**src/rtl/dual_grant_arbiter.sv**
```systemverilog
// Two-unit fixed-priority arbiter for 12 requesters: grants the top two eligible
// requests to units A and B, holding each grant until done or a hold timeout.
module dual_grant_arbiter #(
    parameter int unsigned HOLD_MAX = 16
) (
    input  logic        clk,
    input  logic        reset,
    input  logic [11:0] req,
    input  logic        done_a,
    input  logic        done_b,
    output logic        gnt_a_valid,
    output logic [3:0]  gnt_a_id,
    output logic        gnt_b_valid,
    output logic [3:0]  gnt_b_id,
    output logic [11:0] gnt_onehot,
    output logic        timeout_a,
    output logic        timeout_b
);

    typedef enum logic {IDLE, BUSY} state_t;

    localparam logic [7:0] CNT_LAST = 8'(HOLD_MAX - 1);

    state_t      a_state_q, a_state_d, b_state_q, b_state_d;
    logic [3:0]  a_id_q, a_id_d, b_id_q, b_id_d;
    logic [7:0]  a_cnt_q, a_cnt_d, b_cnt_q, b_cnt_d;
    logic        a_to_q, a_to_d, b_to_q, b_to_d;
    logic [11:0] onehot_q, onehot_d;

    logic [11:0] held, eligible;
    logic [3:0]  first, second, cand_b;

    function automatic logic [11:0] dec(input logic [3:0] id);
        logic [11:0] r;
        r = '0;
        if (id != 4'd0) r[id - 4'd1] = 1'b1;
        return r;
    endfunction

    // Ascending scan so the highest set bit is the one left in r.
    function automatic logic [3:0] top(input logic [11:0] v);
        logic [3:0] r;
        r = '0;
        for (int unsigned i = 0; i < 12; i++)
            if (v[i]) r = 4'(i + 1);
        return r;
    endfunction

    always_comb begin
        held     = (a_state_q == BUSY ? dec(a_id_q) : '0)
                 | (b_state_q == BUSY ? dec(b_id_q) : '0);
        eligible = req & ~held;
        first    = top(eligible);
        second   = top(eligible & ~dec(first));
        // B takes the runner-up only when A is also arbitrating this edge.
        cand_b   = (a_state_q == IDLE) ? second : first;

        a_state_d = a_state_q;
        a_id_d    = a_id_q;
        a_cnt_d   = a_cnt_q;
        a_to_d    = 1'b0;
        b_state_d = b_state_q;
        b_id_d    = b_id_q;
        b_cnt_d   = b_cnt_q;
        b_to_d    = 1'b0;

        if (a_state_q == BUSY) begin
            if (done_a) begin
                a_state_d = IDLE;
                a_id_d    = '0;
            end else if (a_cnt_q == CNT_LAST) begin
                a_state_d = IDLE;
                a_id_d    = '0;
                a_to_d    = 1'b1;
            end else begin
                a_cnt_d = a_cnt_q + 8'd1;
            end
        end else if (first != 4'd0) begin
            a_state_d = BUSY;
            a_id_d    = first;
            a_cnt_d   = '0;
        end

        if (b_state_q == BUSY) begin
            if (done_b) begin
                b_state_d = IDLE;
                b_id_d    = '0;
            end else if (b_cnt_q == CNT_LAST) begin
                b_state_d = IDLE;
                b_id_d    = '0;
                b_to_d    = 1'b1;
            end else begin
                b_cnt_d = b_cnt_q + 8'd1;
            end
        end else if (cand_b != 4'd0) begin
            b_state_d = BUSY;
            b_id_d    = cand_b;
            b_cnt_d   = '0;
        end

        onehot_d = dec(a_id_d) | dec(b_id_d);
    end

    always_ff @(posedge clk or posedge reset) begin
        if (reset) begin
            a_state_q <= IDLE;
            a_id_q    <= '0;
            a_cnt_q   <= '0;
            a_to_q    <= 1'b0;
            b_state_q <= IDLE;
            b_id_q    <= '0;
            b_cnt_q   <= '0;
            b_to_q    <= 1'b0;
            onehot_q  <= '0;
        end else begin
            a_state_q <= a_state_d;
            a_id_q    <= a_id_d;
            a_cnt_q   <= a_cnt_d;
            a_to_q    <= a_to_d;
            b_state_q <= b_state_d;
            b_id_q    <= b_id_d;
            b_cnt_q   <= b_cnt_d;
            b_to_q    <= b_to_d;
            onehot_q  <= onehot_d;
        end
    end

    assign gnt_a_valid = (a_state_q == BUSY);
    assign gnt_a_id    = a_id_q;
    assign gnt_b_valid = (b_state_q == BUSY);
    assign gnt_b_id    = b_id_q;
    assign gnt_onehot  = onehot_q;
    assign timeout_a   = a_to_q;
    assign timeout_b   = b_to_q;

endmodule

```
**config.mk**
```make
export PLATFORM = sky130hd
export DESIGN_NAME = dual_grant_arbiter
export DESIGN_NICKNAME = d
export VERILOG_FILES = /design/src/rtl/dual_grant_arbiter.sv
export SDC_FILE = /design/constraint.sdc
export NUM_CORES = 1
export LEC_CHECK = 0
export ABC_AREA = 1
export BUFFER_PORTS_ARGS = -buffer_cell sky130_fd_sc_hd__buf_4
export CORE_ASPECT_RATIO = 0.75
export CORE_UTILIZATION = 45
export CTS_BUF_LIST = sky130_fd_sc_hd__clkbuf_8
export CTS_CLUSTER_DIAMETER = 100
export DETAILED_ROUTE_END_ITERATION = 6
export GPL_ROUTABILITY_DRIVEN = 1
export PLACE_DENSITY = 0.71
export SYNTH_ARGS = -nofsm -noshare
export SYNTH_HDL_FRONTEND = slang
export SYNTH_SLANG_ARGS = --single-unit
```
**constraint.sdc**
```tcl
create_clock -name clk -period 8.2 [get_ports clk]
set_clock_uncertainty 0.05 [all_clocks]
set_input_delay 0.41 -clock clk [delete_from_list [all_inputs] [get_ports clk]]
set_output_delay 0.41 -clock clk [all_outputs]
set_load 0.005 [all_outputs]
```
==> impl_metrics.yaml, run 1 <==
outcome:
  status: "completed"
cts:
  cts.sinks: 40
  cts_root_buffer: "clkbuf_8"
  postCtsHoldBufs: 0
  clk_latency_ps: 300
  cts_made_buffers: 5
  cts_setup_buffers: 0
  cts_buffer_depth: 2
  cts_max_level: 2
  cts_tree: "built"
  post_cts_resized: 0
  cts.clk_slew.worst_paths_ps: 80
die:
  ios: 40
  row_count: 24
  start_util: 0.476
  die_w_um: 93.3
  dieArea_sq_um: 6580
  die_h_um: 70.5
  coreArea_sq_um: 5920
timing:
  worst_pin_slew_ps: 658
  finalWorstSetupSlack_ps: 4200
  finalCritPeriodShare: 0.488
  finalHoldViolations: 0
  drv_slew: 0
  fin_setup_tns_ps: 0
  fin_crit_ps: 4000
  rsz0062_at_grt: "false"
  timing.hold.ws_ps: 170
  max_slew_margin: 0.558
  setup_viol: 0
  fmax_mhz: 250
routing:
  vias: 2728
  wl_per_cell_um: 12.7
  drc: 0
  drt-initial-drc-count: 133
  via_per_inst: 5.21
  ant_nets: 0
  firstDrtPassIters: 5
  wirelength_um: 6680
global_routing:
  grt_pass1_wl_um: 11300
  grt_overflow: 0
  antenna_found_initial: 0
  grtUsageTotal: 0.221
  grt_pass1_vias: 2518
  grt_max_degree: 41
final_layout:
  fin_nets: 463
  area_growth_pct: 16.8
  stdcell_count: 524
  diodes: 0
  fillers: 555
  drive_above_1_share: 0.240
min_path:
  hold_path_class: "primary input to async pin"
power:
  max-vdd-ir-drop_mv: 0.120
  leakage_nw: 1.64
  power_mw: 1.10
  powerDensity_nw_per_um2: 334
worst_setup_path:
  crit_path_end_kind: "flip-flop"
  required_ps: 8330
  r2r_start: "gnt_b_valid$_DFF_PP0_"
  cpPeakStageDelay_ps: 460
  critPathMostFrequentCell: "nand2_1"
  worstSetupPathType: "flip-flop to flip-flop"
  crit_arrival_ps: 4130
  path_max_fanout: 17
  start_kind: "flip-flop"
  reg2reg_depth: 30
  rrSetupSlack_ps: 4200
  reg2reg_to: "gnt_onehot[3]$_DFF_PP0_"
  crit_path_top_delay_cell: "clkinv_1"
synthesis:
  synthTopCellsByCount: "107 x nand2_1, 44 x inv_1, 42 x nor2_1"
  synth.distinct_cells: 42
  ys_warn_count: 0
  netlist_area_sq_um: 2820
  synth_edf_count: 0
  synth_top_cell_by_area: "dfrtp_1"
  postSynthCellCount: 400
  synth_fp_nets: 418
  ys_ff_latch: 40
  synthFlopType: "dfrtp_1"
  netlist_top_cells_area: "dfrtp_1 36%, nand2_1 14%, inv_1 5.9%"
  post-synth-top-count-cell: "nand2_1"
  yosysTopAreaCellShare: 0.356
  synth-async-reset-ratio: 1.00
  synth_seq_area_share: 0.356
  syn_area_per_cell_sq_um: 7.04
placement:
  io_buffers: 39
  placed_cells: 516
  dp_slack_ps: 4260
  gp_congestion: 0.948
  hpwl_um: 5320
job:
  maxCapViolations: 0
==> cell usage in the layout, fill, tap and decap left out, types with 3 or more instances in the layout <==
cell type  instances
buf_4             40
o21ai_0           11
nor3_1            16
nand2_1          107
nor2_1            42
a22oi_1            3
clkbuf_8           5
inv_2             14
clkinv_2           3
xor2_1             8
nand3_1           19
nand2_2           15
inv_1             44
o21ai_1            6
nand2_4            3
a21oi_2            3
dfrtp_1           40
clkinv_1           4
nor2_2             8
a21oi_1            5
nand4_1           17
xnor2_1            3
==> critical path, delay by kind of cell, from the launching register on <==
family / cells / cell delay, ps
AO/OA/AOI/OAI: 3 / 500
buffers and inverters: 3 / 600
flip-flops: 1 / 390
AND/OR/NAND/NOR: 24 / 2310
==> power by group <==
group | total, mW | leakage (nW) | internal, mW | switching [mW]
Sequential | 0.307 | 0.529 | 0.252 | 0.0548
Combinational | 0.661 | 1.06 | 0.221 | 0.441
Clock | 0.131 | 0.0479 | 0.0593 | 0.0714
==> cell type report <==
type	instances	area, sq um	area share
tap	78	97.6	0.0297
clock buffer	5	68.8	0.0209
timing repair buffer	40	300	0.0913
clock inverter	3	18.8	0.00571
multi-input combinational	295	1560	0.476
sequential	40	1000	0.304
inverter	63	238	0.0723
==> worst max path at each step <==
stage | start | end | slack [ps] | cells after the start
after floorplan | gnt_b_id[1]$_DFF_PP0_ | gnt_onehot[3]$_DFF_PP0_ | 4960 | 30
after global placement | gnt_b_valid$_DFF_PP0_ | gnt_onehot[3]$_DFF_PP0_ | 4320 | 30
after detailed placement | gnt_b_valid$_DFF_PP0_ | gnt_onehot[3]$_DFF_PP0_ | 4260 | 30
after CTS | gnt_b_valid$_DFF_PP0_ | gnt_onehot[3]$_DFF_PP0_ | 4240 | 30
after global routing | gnt_b_valid$_DFF_PP0_ | gnt_onehot[11]$_DFF_PP0_ | 3660 | 30
final | gnt_b_valid$_DFF_PP0_ | gnt_onehot[3]$_DFF_PP0_ | 4200 | 30
==> cell families (layout without fill, tap and decap cells) <==
kind of cell | count (synthesis) | in the layout | synth area share
AOI/OAI and AO/OA | 42 | 42 | 0.104
xor gates and xnor gates | 12 | 12 | 0.0400
adders and majority gates | 2 | 2 | 0.00889
buffers and inverters | 65 | 111 | 0.0889
DFF | 40 | 40 | 0.356
and+or+nand+nor | 239 | 239 | 0.403
==> sequential cells by signal, summed over array words and instances (netlist names) <==
signal / cells
gnt_onehot: 12
b_cnt_q: 8
gnt_b_valid: 1
gnt_a_valid: 1
gnt_a_id: 4
gnt_b_id: 4
timeout_b: 1
timeout_a: 1
a_cnt_q: 8
==> metal layers <==
| metal | up-vias | global-route usage | part of all wire |
|---|---|---|---|
| met5 | - | 0 | 0 |
| met4 | 0 | 0.0821 | 0.018 |
| met3 | 13 | 0.0381 | 0.053 |
| met2 | 87 | 0.342 | 0.44 |
| met1 | 1253 | 0.310 | 0.49 |
| li1 | 1375 | - | - |
==> metrics by stage <==
stage | instance area [sq um] | utilization
2_1_floorplan | 2820 | -
6_report | 3290 | 0.556
3_5_place_dp | 3200 | 0.541
5_1_grt | 3290 | 0.556
4_1_cts | 3290 | 0.556
3_3_place_gp | 3200 | 0.541
Power figures use the tool's default switching activity.
==> inputs of run 2 (changes only) <==
- clock period: 8.2 -> 3.8 ns (I/O delays scaled with it)
==> run 2 against run 1 <==
Net effect:
- cell count is 7.8% higher
- sequential share of layout area is 4.2 points lower
- utilization is 9.3 points higher
- via count is 8.7% higher
- die area stayed put
- non-clock buffer count is 41 higher
- combinational power grew to 3.0 times the previous value
- register-to-register slack worse by 4100 ps
- design area is 17% higher
- global-route usage is 0.41 points higher
- power grew to 2.7 times the previous value
- fmax is 8.2% higher
==> impl_metrics.yaml, run 2 (synthesis results as in run 1) <==
outcome:
  status: "completed"
cts:
  cts_max_level: 2
  cts.clk_slew.worst_paths_ps: 80
  cts_tree: "built"
  cts_buffer_depth: 2
  cts_root_buffer: "clkbuf_8"
  cts_made_buffers: 5
  clk_latency_ps: 300
  cts.sinks: 40
placement:
  dp_slack_ps: 107
  io_buffers: 39
  gp_congestion: 1.02
  place_area_sq_um: 3270
  hpwl_um: 5480
timing:
  finalHoldViolations: 0
  fmax_mhz: 270
  finalCritPeriodShare: 0.973
  worst_pin_slew_ps: 560
  finalWorstSetupSlack_ps: 102
  rsz0062_at_grt: "true"
  timing.hold.ws_ps: 89.4
  drv_slew: 0
  setup_viol: 0
  max_slew_margin: 0.624
  fin_crit_ps: 3700
routing:
  wirelength_um: 8060
  wl_per_cell_um: 14.3
  via_per_inst: 5.25
  drc: 0
  firstDrtPassIters: 5
  ant_nets: 0
  drt-initial-drc-count: 249
  vias: 2964
final_layout:
  fin_nets: 504
  final_common_cell: "nand2_1"
  finalInstanceArea_sq_um: 3840
  area_growth_pct: 36.4
  drive_above_1_share: 0.390
  fillers: 476
  diodes: 0
  largest_register_ff_count: 12
  final_util: 0.649
  most-common-layout-cells: "92 x nand2_1, 77 x buf_4, 41 x inv_1"
worst_setup_path:
  required_ps: 3940
  worstSetupPathType: "flip-flop to flip-flop"
  start_kind: "flip-flop"
  crit_path_top_delay_cell: "dfrtp_2"
  path_max_fanout: 8
  cpPeakStageDelay_ps: 460
  crit_path_end_kind: "flip-flop"
  critPathMostFrequentCell: "nand2_2"
  crit_arrival_ps: 3840
die:
  ios: 40
  dieArea_sq_um: 6580
  row_count: 24
  coreArea_sq_um: 5920
  start_util: 0.476
  die_h_um: 70.5
  die_w_um: 93.3
power:
  leakage_nw: 1.87
  max-vdd-ir-drop_mv: 0.287
  power_mw: 2.99
  powerDensity_nw_per_um2: 778
global_routing:
  grt_pass1_vias: 2568
  grt_overflow: 0
  antenna_found_initial: 0
  grt_pass1_wl_um: 11500
  grt_max_degree: 41
  grtUsageTotal: 0.225
min_path:
  hold_path_class: "primary input to flip-flop"
job:
  maxCapViolations: 0
[run 2: cell count changes in the layout (fill, tap and decap cells not counted), sizes merged]
| cell | change |
|---|---|
| clkinvlp | +3 |
| clkinv | -5 |
| buf | +39 |
| dlygate4sd3 | +2 |
| inv | +1 |
| bufinv | +1 |
[run 2: final timing paths]
path                                        startpoint                       to  slack, ps  cells after the start
worst max-delay path             gnt_b_id[1]$_DFF_PP0_  gnt_onehot[3]$_DFF_PP0_        100                     31
worst min-delay path                            done_a      timeout_a$_DFF_PP0_         90                      4
worst max register to register   gnt_b_id[1]$_DFF_PP0_  gnt_onehot[3]$_DFF_PP0_        100                     31
worst min register to register  b_cnt_q[0]$_DFFE_PP0P_   b_cnt_q[0]$_DFFE_PP0P_        460                      1
max in group asynchronous                        reset    gnt_a_id[1]$_DFF_PP0_       2800                      4
min in group asynchronous                        reset   b_cnt_q[4]$_DFFE_PP0P_        530                      4
[run 2: cell type report]
cell class | instances | area, sq um | area share
Multi-Input combinational cell | 295 | 1750 | 0.456
Timing Repair Buffer | 81 | 621 | 0.162
Sequential cell | 40 | 1010 | 0.262
Tap cell | 78 | 97.6 | 0.0254
Clock inverter | 3 | 42.5 | 0.0111
Clock buffer | 5 | 68.8 | 0.0179
Inverter | 63 | 251 | 0.0655
[run 2: what timing repair did]
action	4_1_cts	5_1_grt
hold buffers	2	0
gates resized for setup	0	63
endpoints found under the hold margin	41	0
setup endpoints to repair	0	25
buffers inserted	0	30
[run 2: where the power goes]
part           internal, mW  total [mW]  switching [mW]  leakage, nW
sequential            0.549       0.657           0.108        0.523
combinational         0.774        1.98            1.20         1.29
clock                 0.194       0.354           0.159       0.0541
[run 2: metal layers]
| metal | track usage | wire [um] |
|---|---|---|
| met1 | 0.311 | 3620 |
| met3 | 0.0545 | 579 |
| met2 | 0.348 | 3700 |
| met5 | 0 | 0 |
| met4 | 0.0735 | 170 |
[run 2: worst max-delay path: cells and delay by family (launching register included)]
| family | cells | cell delay [ps] |
|---|---|---|
| xor+xnor | 1 | 220 |
| simple gates | 20 | 1920 |
| flops | 1 | 460 |
| buf+inv | 7 | 560 |
| compound gates | 3 | 370 |
[run 2: stage by stage]
step           TNS [ps]  cells
2_1_floorplan         0    400
3_3_place_gp          0    525
3_5_place_dp          0    525
4_1_cts               0    535
5_1_grt           -2600    565
6_report              0    565
